**config.mk**
```make
export PLATFORM = sky130hd
export DESIGN_NAME = spi_bus_arbiter
export DESIGN_NICKNAME = d
export VERILOG_FILES = /design/src/rtl/pockel_spi_pkg.sv /design/src/rtl/spi_bus_arbiter_rr_pick.sv /design/src/rtl/spi_bus_arbiter.sv
export SDC_FILE = /design/constraint.sdc
export NUM_CORES = 1
export LEC_CHECK = 0
export CORE_MARGIN = 10
export CORE_UTILIZATION = 51
export CTS_CLUSTER_DIAMETER = 120
export DETAILED_ROUTE_END_ITERATION = 8
export PLACE_DENSITY = 0.87
export SLEW_MARGIN = 20
export SYNTH_ARGS = -nofsm -noshare
export SYNTH_HDL_FRONTEND = slang
export SYNTH_HIERARCHICAL = 1
export SYNTH_SLANG_ARGS = --single-unit
```
**constraint.sdc**
```tcl
create_clock -name clk -period 3.7 [get_ports clk]
set_input_delay 0.37 -clock clk [delete_from_list [all_inputs] [get_ports clk]]
set_output_delay 0.37 -clock clk [all_outputs]
set_load 0.005 [all_outputs]
```
**src/rtl/pockel_spi_pkg.sv**
```systemverilog
`default_nettype none
// ============================================================================
//  Package  : pockel_spi_pkg
//  Purpose  : Shared constants and types for the board SPI bus arbiter.
//  Revision : 1.0 - initial release
// ============================================================================
package pockel_spi_pkg;

   // Default number of SPI requesters on the board
   localparam int NREQ_DEF = 3;

   // Requester index assignment
   localparam int REQ_TFT  = 0;
   localparam int REQ_TS   = 1;
   localparam int REQ_SD   = 2;

   // Arbiter FSM states
   typedef enum logic [1:0] {
      IDLE  = 2'd0,
      GRANT = 2'd1,
      GUARD = 2'd2
   } arb_state_t;

endpackage : pockel_spi_pkg
`default_nettype wire

```
**src/rtl/spi_bus_arbiter_rr_pick.sv**
```systemverilog
`default_nettype none
// ============================================================================
//  Module   : rr_pick
//  Purpose  : Combinational round-robin picker. Returns the first requester
//             at or after the rr pointer (wrapping), one-hot, plus valid.
//  Revision : 1.0 - initial release
// ============================================================================
module rr_pick #(
   parameter int NREQ = 3,
   parameter int RW   = 2
) (
   input  logic [NREQ-1:0] req_i,
   input  logic [RW-1:0]   rr_i,
   output logic [NREQ-1:0] win_o,
   output logic            valid_o
);

   // First scan indices >= rr; if none requested, the second scan finds the
   // lowest index, which must then lie below rr (wrap-around order).
   always_comb begin
      win_o   = '0;
      valid_o = 1'b0;
      for (int i = 0; i < NREQ; i++) begin
         if (!valid_o && req_i[i] && (i >= int'(rr_i))) begin
            win_o[i] = 1'b1;
            valid_o  = 1'b1;
         end
      end
      for (int i = 0; i < NREQ; i++) begin
         if (!valid_o && req_i[i]) begin
            win_o[i] = 1'b1;
            valid_o  = 1'b1;
         end
      end
   end

endmodule : rr_pick
`default_nettype wire

```
**src/rtl/spi_bus_arbiter.sv**
```systemverilog
`default_nettype none
// ============================================================================
//  Module   : spi_bus_arbiter
//  Purpose  : Shares one SPI bus (SCLK/MOSI/MISO) between several SPI engines.
//             Round-robin grant, registered pin mux, chip-select guard gap
//             between owners and optional per-grant hold timeout.
//  Revision : 1.0 - initial release
// ============================================================================
module spi_bus_arbiter
   import pockel_spi_pkg::*;
#(
   parameter int NREQ         = NREQ_DEF,
   parameter int GUARD_CYCLES = 4,
   parameter int HOLD_MAX     = 0,
   parameter int CPOL         = 0
) (
   input  logic            clk,
   input  logic            rstn,
   input  logic [NREQ-1:0] req,
   output logic [NREQ-1:0] gnt,
   input  logic [NREQ-1:0] m_sclk,
   input  logic [NREQ-1:0] m_mosi,
   input  logic [NREQ-1:0] m_csn,
   output logic            m_miso,
   output logic            SCLK,
   output logic            MOSI,
   input  logic            MISO,
   output logic [NREQ-1:0] csn_pin,
   output logic            timeout
);

   localparam int RW = (NREQ > 1) ? $clog2(NREQ) : 1;
   localparam int HW = (HOLD_MAX > 0) ? $clog2(HOLD_MAX + 1) : 1;
   localparam int GW = (GUARD_CYCLES > 0) ? $clog2(GUARD_CYCLES + 1) : 1;

   localparam logic [HW-1:0] c_HOLD_MAX   = HW'(HOLD_MAX);
   localparam logic [GW-1:0] c_GUARD_LAST = GW'(GUARD_CYCLES - 1);
   localparam logic          c_CPOL       = (CPOL != 0);

   arb_state_t      state_q,   state_d;
   logic [NREQ-1:0] gnt_q,     gnt_d;
   logic [NREQ-1:0] csn_q,     csn_d;
   logic [NREQ-1:0] block_q,   block_d;
   logic [RW-1:0]   owner_q,   owner_d;
   logic [RW-1:0]   rr_q,      rr_d;
   logic [HW-1:0]   hold_q,    hold_d;
   logic [GW-1:0]   guard_q,   guard_d;
   logic            sclk_q,    sclk_d;
   logic            mosi_q,    mosi_d;
   logic            timeout_q, timeout_d;

   logic [NREQ-1:0] w_elig;
   logic [NREQ-1:0] w_win;
   logic            w_valid;
   logic [RW-1:0]   w_win_idx;
   logic [RW-1:0]   w_owner_next;
   logic [HW-1:0]   w_hold_inc;
   logic            w_hold_hit;

   // A requester revoked by timeout stays ineligible until its req is seen low
   assign w_elig = req & ~block_q;

   rr_pick #(
      .NREQ (NREQ),
      .RW   (RW)
   ) u_rr_pick (
      .req_i   (w_elig),
      .rr_i    (rr_q),
      .win_o   (w_win),
      .valid_o (w_valid)
   );

   // One-hot winner to index
   always_comb begin
      w_win_idx = '0;
      for (int i = 0; i < NREQ; i++) begin
         if (w_win[i]) w_win_idx = RW'(i);
      end
   end

   assign w_owner_next = (owner_q == RW'(NREQ - 1)) ? '0 : owner_q + RW'(1);
   assign w_hold_inc   = (hold_q == c_HOLD_MAX) ? hold_q : hold_q + HW'(1);
   assign w_hold_hit   = (HOLD_MAX != 0) && (w_hold_inc == c_HOLD_MAX);

   // MISO is broadcast; only the granted engine is expected to sample it
   assign m_miso  = MISO;
   assign gnt     = gnt_q;
   assign csn_pin = csn_q;
   assign SCLK    = sclk_q;
   assign MOSI    = mosi_q;
   assign timeout = timeout_q;

   // Next-state, grant and registered pin mux decode
   always_comb begin
      state_d   = state_q;
      gnt_d     = gnt_q;
      csn_d     = csn_q;
      sclk_d    = sclk_q;
      mosi_d    = mosi_q;
      timeout_d = 1'b0;
      owner_d   = owner_q;
      rr_d      = rr_q;
      hold_d    = hold_q;
      guard_d   = guard_q;
      block_d   = block_q & req;

      case (state_q)
         IDLE: begin
            gnt_d  = '0;
            csn_d  = '1;
            sclk_d = c_CPOL;
            mosi_d = 1'b0;
            if (w_valid) begin
               gnt_d   = w_win;
               owner_d = w_win_idx;
               hold_d  = '0;
               state_d = GRANT;
            end
         end

         GRANT: begin
            if (!req[owner_q] || w_hold_hit) begin
               gnt_d   = '0;
               csn_d   = '1;
               sclk_d  = c_CPOL;
               mosi_d  = 1'b0;
               rr_d    = w_owner_next;
               guard_d = '0;
               // Revoked while still requesting: flag it and park the owner
               if (req[owner_q]) begin
                  timeout_d        = 1'b1;
                  block_d[owner_q] = 1'b1;
               end
               if (GUARD_CYCLES == 0) state_d = IDLE;
               else                   state_d = GUARD;
            end else begin
               sclk_d         = m_sclk[owner_q];
               mosi_d         = m_mosi[owner_q];
               csn_d          = '1;
               csn_d[owner_q] = m_csn[owner_q];
               hold_d         = w_hold_inc;
            end
         end

         GUARD: begin
            gnt_d  = '0;
            csn_d  = '1;
            sclk_d = c_CPOL;
            mosi_d = 1'b0;
            if (guard_q == c_GUARD_LAST) state_d = IDLE;
            else                         guard_d = guard_q + GW'(1);
         end

         default: begin
            state_d = IDLE;
            gnt_d   = '0;
            csn_d   = '1;
            sclk_d  = c_CPOL;
            mosi_d  = 1'b0;
         end
      endcase
   end

   // State, counters and pin registers; async reset drops every CSn at once
   always_ff @(posedge clk or negedge rstn) begin
      if (!rstn) begin
         state_q   <= IDLE;
         gnt_q     <= '0;
         csn_q     <= '1;
         sclk_q    <= c_CPOL;
         mosi_q    <= 1'b0;
         timeout_q <= 1'b0;
         owner_q   <= '0;
         rr_q      <= '0;
         hold_q    <= '0;
         guard_q   <= '0;
         block_q   <= '0;
      end else begin
         state_q   <= state_d;
         gnt_q     <= gnt_d;
         csn_q     <= csn_d;
         sclk_q    <= sclk_d;
         mosi_q    <= mosi_d;
         timeout_q <= timeout_d;
         owner_q   <= owner_d;
         rr_q      <= rr_d;
         hold_q    <= hold_d;
         guard_q   <= guard_d;
         block_q   <= block_d;
      end
   end

endmodule : spi_bus_arbiter
`default_nettype wire

```
Word level (Yosys, flattened, before mapping)
Index checks and enable logic that the tools add are counted. W data, S select, Z words.

$add $sub $neg: 2. Multipliers: 0. Div/mod/pow operators: 0. Magnitude comparators: 5. Equality and inequality tests: 8. Shift operators: 0. Muxes and demuxes: 39. Bitwise operators: 6. Reductions and logical operators: 20.

Operator list (number): $mux W1 (21); $mux W3 (5); $pmux W3 S2 (2); $mux W2 (5); $logic_and A1 B1 Y1 (9); $bmux W1 S2 (4); $and A3 B3 Y3 (2); $ne A2 B2 Y1 const B (3); $not A3 Y3 (2); $pmux W2 S3 (1); $reduce_and A3 Y1 (2); $logic_not A1 Y1 (5); $eq A2 B2 Y1 const B (2); $ge A1 B2 Y1 const A (2); $reduce_and A2 Y1 (2); $add A3 B1 Y3 const B (1); $eq A3 B2 Y1 const B (1); $lt A2 B3 Y1 const B (1); $or A3 B3 Y3 (1); $add A2 B1 Y2 const B (1); $demux W1 S2 (1); $eq A2 B1 Y1 const B (1); $ge A2 B1 Y1 const B (1); $ge A2 B2 Y1 const A (1); 4 further kinds (4).

Bits in registers: 20. Bits in latches: 0. Bits in writable memories: 0. Bits in read-only memories: 0. Bits of input ports: 15. Output and inout bits: 10. Logic and storage cells: 89. Memories: 0.

Logic depth before layout (Yosys ltp)
Gate-level depths: netlist of the first run.

Word-level depth: 23. Mapped depth: 5. Gate-level depth less buffers: 5.

Hierarchy
Netlist of the first run, hierarchy kept.

Modules (own cells, without submodules): spi_bus_arbiter (instances 1, cells each 81, area each 949.7 um^2, sequential area each 504.2 um^2); rr_pick (instances 1, cells each 12, area each 76.3 um^2, sequential area each 0.0 um^2).

Least setup slack after synthesis of the first run
No wires, ideal clock.

Path kind: register -> register. Start point: register guard_q[0]. End point: register guard_q[1]. Library setup time: 0.129 ns. Arrival: 1.262 ns. Data required time: 3.571 ns. Path slack: 2.309 ns. Stages on the path, launching flop included: 6. Path buffers: 0. Clock period less this slack: 1.391 ns. Cells stage by stage: dfrtp_1 > ha_1 > ha_1 > nor3b_4 > mux2i_1 > nor2_1.

Longest elaborated chain between the ends: 3. Elaborated cells between the ends (all ways): 6. Those cells by class: add/sub: 1; eq/ne: 2; mux: 2; reduce/logical: 1.

Ends and longest elaborated chain: start, declared (RTL line spi_bus_arbiter.sv:47) `logic [GW-1:0] guard_q, guard_d;`; start signal, assigned (RTL line spi_bus_arbiter.sv:188) `guard_q <= guard_d;`; $add A3 B1 Y3 or $eq A3 B2 Y1 (tied branches) (RTL line spi_bus_arbiter.sv:151, spi_bus_arbiter.sv:150); $mux W3 or $ne A2 B2 Y1 (tied branches); $pmux W3 S2 or $reduce_and A3 Y1 (tied branches).

Parallel ways exist; a longest one is shown, timed or not. The select of a mux whose other input is x is not followed. A chain may end at the register's enable or synchronous reset.

Final worst setup path of the first run
Start point: input port req[1]. End point: register owner_q[0].

Longest elaborated chain between the ends: 18. Elaborated cells between the ends (all ways): 24. Those cells by class: mux: 11; bitwise: 1; reduce/logical: 12.

Ends and longest elaborated chain: start, declared (RTL line spi_bus_arbiter.sv:19) `input logic [NREQ-1:0] req,`; $and A3 B3 Y3 * (RTL line spi_bus_arbiter.sv:61) `assign w_elig = req & ~block_q;`; via w_elig[1] (RTL line spi_bus_arbiter.sv:52) `logic [NREQ-1:0] w_elig;`; $logic_and A1 B1 Y1 (2 in series) (RTL line spi_bus_arbiter_rr_pick.sv:24) `if (!valid_o && req_i[i] && (i >= int'(rr_i))) begin`; $mux W1 (RTL line spi_bus_arbiter_rr_pick.sv:24); $logic_not A1 Y1 (RTL line spi_bus_arbiter_rr_pick.sv:24); $logic_and A1 B1 Y1 (2 in series) (RTL line spi_bus_arbiter_rr_pick.sv:24); $mux W1 (RTL line spi_bus_arbiter_rr_pick.sv:24); $logic_not A1 Y1 (RTL line spi_bus_arbiter_rr_pick.sv:30) `if (!valid_o && req_i[i]) begin`; [2 not listed]; $logic_not A1 Y1 (RTL line spi_bus_arbiter_rr_pick.sv:30); $logic_and A1 B1 Y1 (RTL line spi_bus_arbiter_rr_pick.sv:30); $mux W1 * (RTL line spi_bus_arbiter_rr_pick.sv:30); $logic_not A1 Y1 (RTL line spi_bus_arbiter_rr_pick.sv:30); $logic_and A1 B1 Y1 (RTL line spi_bus_arbiter_rr_pick.sv:30); $mux W1 * (RTL line spi_bus_arbiter_rr_pick.sv:30); via w_valid (RTL line spi_bus_arbiter.sv:54) `logic w_valid;`; $reduce_and A2 Y1 (no source line) *; end signal, assigned (RTL line spi_bus_arbiter.sv:185) `owner_q <= owner_d;`; end, declared (RTL line spi_bus_arbiter.sv:44) `logic [RW-1:0] owner_q, owner_d;`.

The timed path passes the listed nets; every way through them passes the cells marked *.

==> results of run 1 <==
## cell usage after synthesis (2+ instances only)
library cell	number
nor2_1	6
mux2i_1	3
o21ai_1	3
dfrtp_1	17
inv_1	3
or3_1	2
nand3b_1	4
a21oi_1	3
o21ai_0	5
dfstp_2	3
nand2b_1	2
and2_1	5
buf_4	2
nand2_1	3
nor3b_2	2
ha_1	2
nor2b_1	5
buf_2	2
or2_1	2
a22o_1	3
## how the worst min path moves through the flow
stage,from,to,slack [ps],depth (start not counted)
6_report,block_q[0],block_q[0],500,1
4_1_cts,block_q[0],block_q[0],510,1
3_3_place_gp,block_q[0],block_q[0],470,1
2_1_floorplan,rstn,MOSI,70,0
5_1_grt,block_q[1],block_q[1],530,1
3_5_place_dp,block_q[0],block_q[0],480,1
## power breakdown
group          switching [mW]  total [mW]  internal (mW)
Combinational           0.135       0.309          0.174
Clock                  0.0655       0.125         0.0599
Sequential             0.0844       0.368          0.283
Total                   0.285       0.802          0.517
## critical path, cell delays in order
cell	delay [ps]
clkdlybuf4s50_1	540
nor2b_1	330
or3_1	170
nor3b_2	390
nand3b_1	140
o21ai_1	100
## cell families after synthesis
group / Yosys count / share of synthesized area, %
AO/OA/AOI/OAI: 20 / 14.3
XOR/XNOR: 1 / 0.854
other: 1 / 0.366
multiplexers: 4 / 4.39
buffers and inverters: 7 / 3.54
adder cells (fa/ha/maj): 2 / 2.44
AND/OR/NAND/NOR: 38 / 25.0
flip-flops: 20 / 49.1
## sequential cells by signal, summed over array words and instances, names as in the netlist
name,cells
block_q,3
csn_pin,3
gnt,3
guard_q,3
owner_q,2
rr_q,2
state_q,2
MOSI,1
SCLK,1
## layer usage
| metal | vias to the layer above | global-route usage (%) | part of all wire, % |
|---|---|---|---|
| li1 | 370 | - | - |
| met1 | 350 | 11.9 | 43 |
| met2 | 12 | 17.4 | 50 |
| met3 | 2 | 3.78 | 6.1 |
| met4 | 0 | 4.55 | 0.67 |
| met5 | - | 0 | 0 |
## final cells by class
cell class | count | area [um^2]
well taps | 27 | 33.8
clock buffers | 4 | 36.3
flip-flops and latches | 20 | 504
multi-input cells | 66 | 485
repair buffers | 21 | 210
inverters | 3 | 11.3
fillers | 162 | 661
==> flow_summary.toml, run 1 <==
[layout]
final_util_pct = 66.0
final_cell_area_mm2 = 0.00128
antenna_cells = 0
drive_above_1_share_pct = 12.3
layout_commonest_cell = "clkdlybuf4s50_1"
fin_cells = 141
nNetsFinal = 132
mostFrequentLayoutCells = "clkdlybuf4s50_1, dfrtp_1, nor2_1"
area_growth_syn_to_layout_pct = 24.9

[critical_path]
r2r_end = "state_q[1]"
reg2reg_from = "owner_q[0]"
path_class = "input port to register"
cp_max_fo = 8
crit_arrival_ps = 2030
critPathLaunch = "req[1]"
r2r_cells = 3
cp-start-kind = "input port"
worstSetupEndpointType = "register"
endpoint = "owner_q[0]"
critPathRequiredTime_ps = 3930
rrSetupSlack_ps = 2140

[logic_synthesis]
ys_seq_area_share_pct = 49.1
synth.avg_cell_area_um2 = 11.0
yosys.area.top_type_share_pct = 41.5
yosys_warnings = 6
synth_edf_count = 0
synth_seq_cells = 20
synthCells = 93
synth.area.top_cells = "dfrtp_1, dfstp_2, and2_1"
synth_async_sr_flop_share_pct = 100
synth_top_area_cell = "dfrtp_1"
syn_area_mm2 = 0.00103
ys.flop_type = "dfrtp_1"
synth_nets = 110
ys_types = 36

[global_route]
grt_start_max_net_pins = 21
grt.total_usage_pct = 10.5
grt_pass1_vias = 761
overflow = 0
grt_antenna_before_repair = 0
grt_pass1_wl_mm = 3.57

[route]
via_per_inst = 5.21
first_pass_iters = 4
routed_wl_mm = 2.10
drc = 0
first_iter_violations = 20
num_vias = 734
drt-wirelength-per-cell_um = 14.9
postRouteAntennaNets = 0

[cts]
postCtsHoldBufs = 0
postCtsResizedCells = 0
cts_setup_buffers = 0
numCtsBuffers = 3
tritoncts = "yes"
clk_latency_ps = 290
clkTransAtPathRegs_ps = 110
h-tree-depth = 1
cts_root_buf = "clkbuf_4"
clock-sinks = 20
clockBufferDepth = 2

[run]
maxCapViolCount = 0

[floorplan]
start_util_pct = 52.8
dieArea_mm2 = 0.00421
die_h_um = 64.9
fp.dieW_um = 64.9
coreArea_mm2 = 0.00194
placementRows = 16
boundaryPins = 25

[sta]
worst_slew_pin_slew_ps = 858
timing.fmax_mhz = 554
report.final.slew_viol_count = 0
timing_hold_violations_final = 0
rsz0062_at_grt = "no"
fin_skew_ps = 1.55
slew_headroom_pct = 42.6
period_minus_slack_ps = 1800
period_share_pct = 48.8
timing.final.ws_setup_ps = 1900
setup_violations = 0
tns_ps = 0
fin_hold_ws_ps = 503

[placed_design]
post-place-ws_ps = 1630
place_congestion = 0.807
io_buffer_count = 21
dp_hpwl_mm = 1.63
detailed_place.area_mm2 = 0.00124
dp_cells = 137

[run_status]
status = "completed"

[pwr]
ir_drop_v = 0.000393
power_density_mw_per_mm2 = 626
p_total_mw = 0.802
leakage_nw = 0.540

[worst_hold_path]
hold_path_class = "register to register"
Note: power is estimated with default switching activity, not from simulation.
==> run 2, diff against run 1 <==
--- a/config.mk
+++ b/config.mk
@@ -6,10 +6,10 @@
 export NUM_CORES = 1
 export LEC_CHECK = 0
 export CORE_MARGIN = 10
-export CORE_UTILIZATION = 51
+export CORE_UTILIZATION = 48
 export CTS_CLUSTER_DIAMETER = 120
 export DETAILED_ROUTE_END_ITERATION = 8
-export PLACE_DENSITY = 0.87
+export PLACE_DENSITY = 0.83
 export SLEW_MARGIN = 20
 export SYNTH_ARGS = -nofsm -noshare
 export SYNTH_HDL_FRONTEND = slang
==> constraint.sdc (replaced) <==
create_clock -name clk -period 1.9 [get_ports clk]
set_input_delay 0.19 -clock clk [delete_from_list [all_inputs] [get_ports clk]]
set_output_delay 0.19 -clock clk [all_outputs]
set_load 0.005 [all_outputs]
==> flow_summary.toml, run 2 (synthesis results as in run 1) <==
[critical_path]
reg2reg_from = "guard_q[0]"
crit_slowest_cell = "dfstp_2"
critPathRequiredTime_ps = 1710
crit_arrival_ps = 1320
critPathTopFamily = "flip-flops"
path_depth = 1
path_class = "register to output pin"
cp-start-kind = "register"
worstSetupEndpointType = "output pin"
crit_buf_inv = 1
critical_path.cell_chain = "clkdlybuf4s50_1"
r2r_cells = 5
critPathMaxStageDelay_ps = 530
critPathLaunch = "csn_pin[1]"
cp_max_fo = 1

[sta]
timing_hold_violations_final = 0
timing.fmax_mhz = 661
tns_ps = 0
rsz0062_at_grt = "no"
period_minus_slack_ps = 1510
setup_violations = 0
fin_skew_ps = 5.19
period_share_pct = 79.6
report.final.slew_viol_count = 0

[floorplan]
coreArea_mm2 = 0.00200
die_h_um = 66.2
dieArea_mm2 = 0.00439
fp.dieW_um = 66.2
start_util_pct = 51.2
boundaryPins = 25
placementRows = 16

[pwr]
p_clk_share_pct = 15.4
p_switching_mw = 0.562
leakage_nw = 0.564
ir_drop_v = 0.000736
power_density_mw_per_mm2 = 1200
power_frac_comb_pct = 40.8
p_int_mw = 1.02
switching_share_pct = 35.5
power.share.sequential_pct = 43.9

[layout]
area_growth_syn_to_layout_pct = 28.5
mostFrequentLayoutCells = "clkdlybuf4s50_1, dfrtp_1, nor2_1"
drive_above_1_share_pct = 16.0
nNetsFinal = 137
layout_commonest_cell = "clkdlybuf4s50_1"
antenna_cells = 0
fin_cells = 146

[cts]
postCtsHoldBufs = 0
clkTransAtPathRegs_ps = 110
clockBufferDepth = 2
h-tree-depth = 1
tritoncts = "yes"
postCtsResizedCells = 0
cts_setup_buffers = 0
numCtsBuffers = 3
cts_root_buf = "clkbuf_4"
clock-sinks = 20
clk_latency_ps = 300

[global_route]
grt_pass1_wl_mm = 3.91
grt_antenna_before_repair = 0
grt_start_max_net_pins = 21
grt_pass1_vias = 833
overflow = 0
grt.total_usage_pct = 11.3

[placed_design]
place_congestion = 0.787
dp_cells = 142
dp_hpwl_mm = 1.74
io_buffer_count = 21

[route]
via_per_inst = 5.34
num_vias = 779
drc = 0
first_iter_violations = 22
postRouteAntennaNets = 0
drt-wirelength-per-cell_um = 15.5
routed_wl_mm = 2.26
first_pass_iters = 4

[run]
maxCapViolCount = 0

[worst_hold_path]
hold_path_class = "input port to async pin"

[run_status]
status = "completed"
[run 2: cell types whose count changed in the layout (fill, tap and decap cells not counted)]
cell / previous run / this run
buf_4: 0 / 5
[run 2: layout make-up]
type | count | area [um^2]
Tap cell | 27 | 33.8
Timing Repair Buffer | 26 | 248
Multi-Input combinational cell | 66 | 485
Fill cell | 159 | 683
Sequential cell | 20 | 504
Inverter | 3 | 11.3
Clock buffer | 4 | 36.3
[run 2: power by group through the flow]
stage	Clock [mW]	Sequential, mW	Combinational (mW)
2_1_floorplan	0	0.655	0.468
3_3_place_gp	0	0.694	0.625
3_5_place_dp	0	0.704	0.647
4_1_cts	0.251	0.695	0.653
5_1_grt	0.282	0.714	0.727
6_report	0.243	0.695	0.646
[run 2: worst paths after layout]
path	to	slack (ps)
min in group clk	m_miso	380
max in group asynchronous	csn_pin[0]	1390
setup reg to reg	guard_q[1]	390
hold / removal	block_q[2]	240
setup / recovery	csn_pin[1]	390
hold reg to reg	block_q[0]	500
[run 2: metrics by stage]
stage          hold WS [ps]  total power [mW]  instance area [um^2]  setup slack (ps)  util, %
3_3_place_gp            380              1.32                  1280               185     64.1
6_report                241              1.58                  1320               387     65.9
3_5_place_dp            380              1.35                  1280               125     64.1
2_1_floorplan          -106              1.12                  1030               509        -
5_1_grt                 242              1.72                  1320               214     65.9
4_1_cts                 250              1.60                  1320               353     65.9
[run 2: routing by layer]
metal / GRT usage [%] / wire, um
met5: 0 / 0
met4: 8.38 / 42
met3: 3.05 / 129
met2: 17.5 / 1100
met1: 13.1 / 989
==> run 3, diff against run 2 <==
==> constraint.sdc (replaced) <==
create_clock -name clk -period 1.6 [get_ports clk]
set_input_delay 0.16 -clock clk [delete_from_list [all_inputs] [get_ports clk]]
set_output_delay 0.16 -clock clk [all_outputs]
set_load 0.005 [all_outputs]
==> flow_summary.toml, run 3 (synthesis results as in run 1) <==
[run_status]
status = "completed"

[route]
via_per_inst = 5.19
num_vias = 779
drc = 0
postRouteAntennaNets = 0
first_iter_violations = 20
first_pass_iters = 4
drt-wirelength-per-cell_um = 14.1
routed_wl_mm = 2.12

[global_route]
grt_antenna_before_repair = 0
use_met1_pct = 11.8
overflow = 0
grt_pass1_wl_mm = 3.70
grt-busiest-layer = "met2"
grt.total_usage_pct = 10.5
use_met3_pct = 5.42
grt_pass1_vias = 822
grtUsageMet2_pct = 17.1
grt_start_max_net_pins = 12

[placed_design]
io_buffer_count = 21
detailed_place.area_mm2 = 0.00131
post-place-ws_ps = -84.9
dp_cells = 145
place_congestion = 0.841
dp_hpwl_mm = 1.68

[pwr]
switching_share_pct = 35.0
power.share.sequential_pct = 44.4
leakage_nw = 0.582
p_clk_share_pct = 15.2
p_switching_mw = 0.663
p_total_mw = 1.89
power_density_mw_per_mm2 = 1400
power_frac_comb_pct = 40.4
p_int_mw = 1.23
ir_drop_v = 0.000938

[sta]
timing_hold_violations_final = 0
timing.fmax_mhz = 672
rsz0062_at_grt = "no"
fin_hold_ws_ps = 151
setup_violations = 0
report.final.slew_viol_count = 0
period_minus_slack_ps = 1490
period_share_pct = 93.0
tns_ps = 0
timing.final.ws_setup_ps = 113
fin_skew_ps = 4.88

[layout]
area_growth_syn_to_layout_pct = 31.7
layout_commonest_cell = "clkdlybuf4s50_1"
mostFrequentLayoutCells = "clkdlybuf4s50_1, dfrtp_1, buf_4, nor2_1"
fin_cells = 150
final_util_pct = 67.5
nNetsFinal = 141
drive_above_1_share_pct = 19.5
antenna_cells = 0
final_cell_area_mm2 = 0.00135

[floorplan]
start_util_pct = 51.2
die_h_um = 66.2
dieArea_mm2 = 0.00439
placementRows = 16
fp.dieW_um = 66.2
coreArea_mm2 = 0.00200
boundaryPins = 25

[critical_path]
path_class = "register to register"
r2r_cells = 6
worstSetupEndpointType = "register"
cp-start-kind = "register"
critPathRequiredTime_ps = 1780
crit_arrival_ps = 1670
cp_max_fo = 4

[cts]
postCtsHoldBufs = 0
clk_latency_ps = 300
h-tree-depth = 1
numCtsBuffers = 3
clkTransAtPathRegs_ps = 110
clockBufferDepth = 2
cts_root_buf = "clkbuf_4"
tritoncts = "yes"
clock-sinks = 20

[worst_hold_path]
hold_path_class = "input port to async pin"

[run]
maxCapViolCount = 0
-- run 3: cell count changes in the layout (fill, tap and decap cells not counted) --
cell   delta
ha_2      +1
buf_4     +4
ha_1      -1
-- run 3: final cells by class --
type / instances / area (um^2)
fillers: 154 / 651
repair buffers: 30 / 278
multi-input cells: 66 / 488
clock buffers: 4 / 36.3
well taps: 27 / 33.8
flip-flops and latches: 20 / 504
inverters: 3 / 11.3
-- run 3: what timing repair did --
item | in CTS | in global routing
resized for setup | 0 | 1
setup endpoints to repair | 0 | 1
buffers inserted | 0 | 1
-- run 3: worst max-delay path, stage by stage (launching register included) --
cell and delay, ps:
dfrtp_1 410, ha_1 220, ha_2 190, nor3b_4 250, buf_4 150, xnor2_1 110
nor2_1 50
-- run 3: power by group through the flow --
stage	combinational, mW	clock (mW)	sequential, mW
floorplan	0.555	0	0.777
global placement	0.733	0	0.835
detailed placement	0.755	0	0.845
CTS	0.761	0.299	0.837
global route	0.865	0.318	0.866
finish	0.766	0.288	0.840
-- run 3: worst paths after layout --
kind                       startpoint         end  slack, ps
hold reg to reg            block_q[1]  block_q[1]        500
setup / recovery           guard_q[0]  guard_q[0]        110
hold / removal                   rstn        MOSI        150
setup reg to reg           guard_q[0]  guard_q[0]        110
max in group asynchronous        rstn      gnt[0]        940
min in group clk                 MISO      m_miso        320
-- run 3: layer usage --
metal / part of all wire (%) / up-vias
met5: 0 / -
met4: 0.43 / 0
met3: 9.3 / 2
met2: 47 / 22
met1: 43 / 370
li1: - / 385
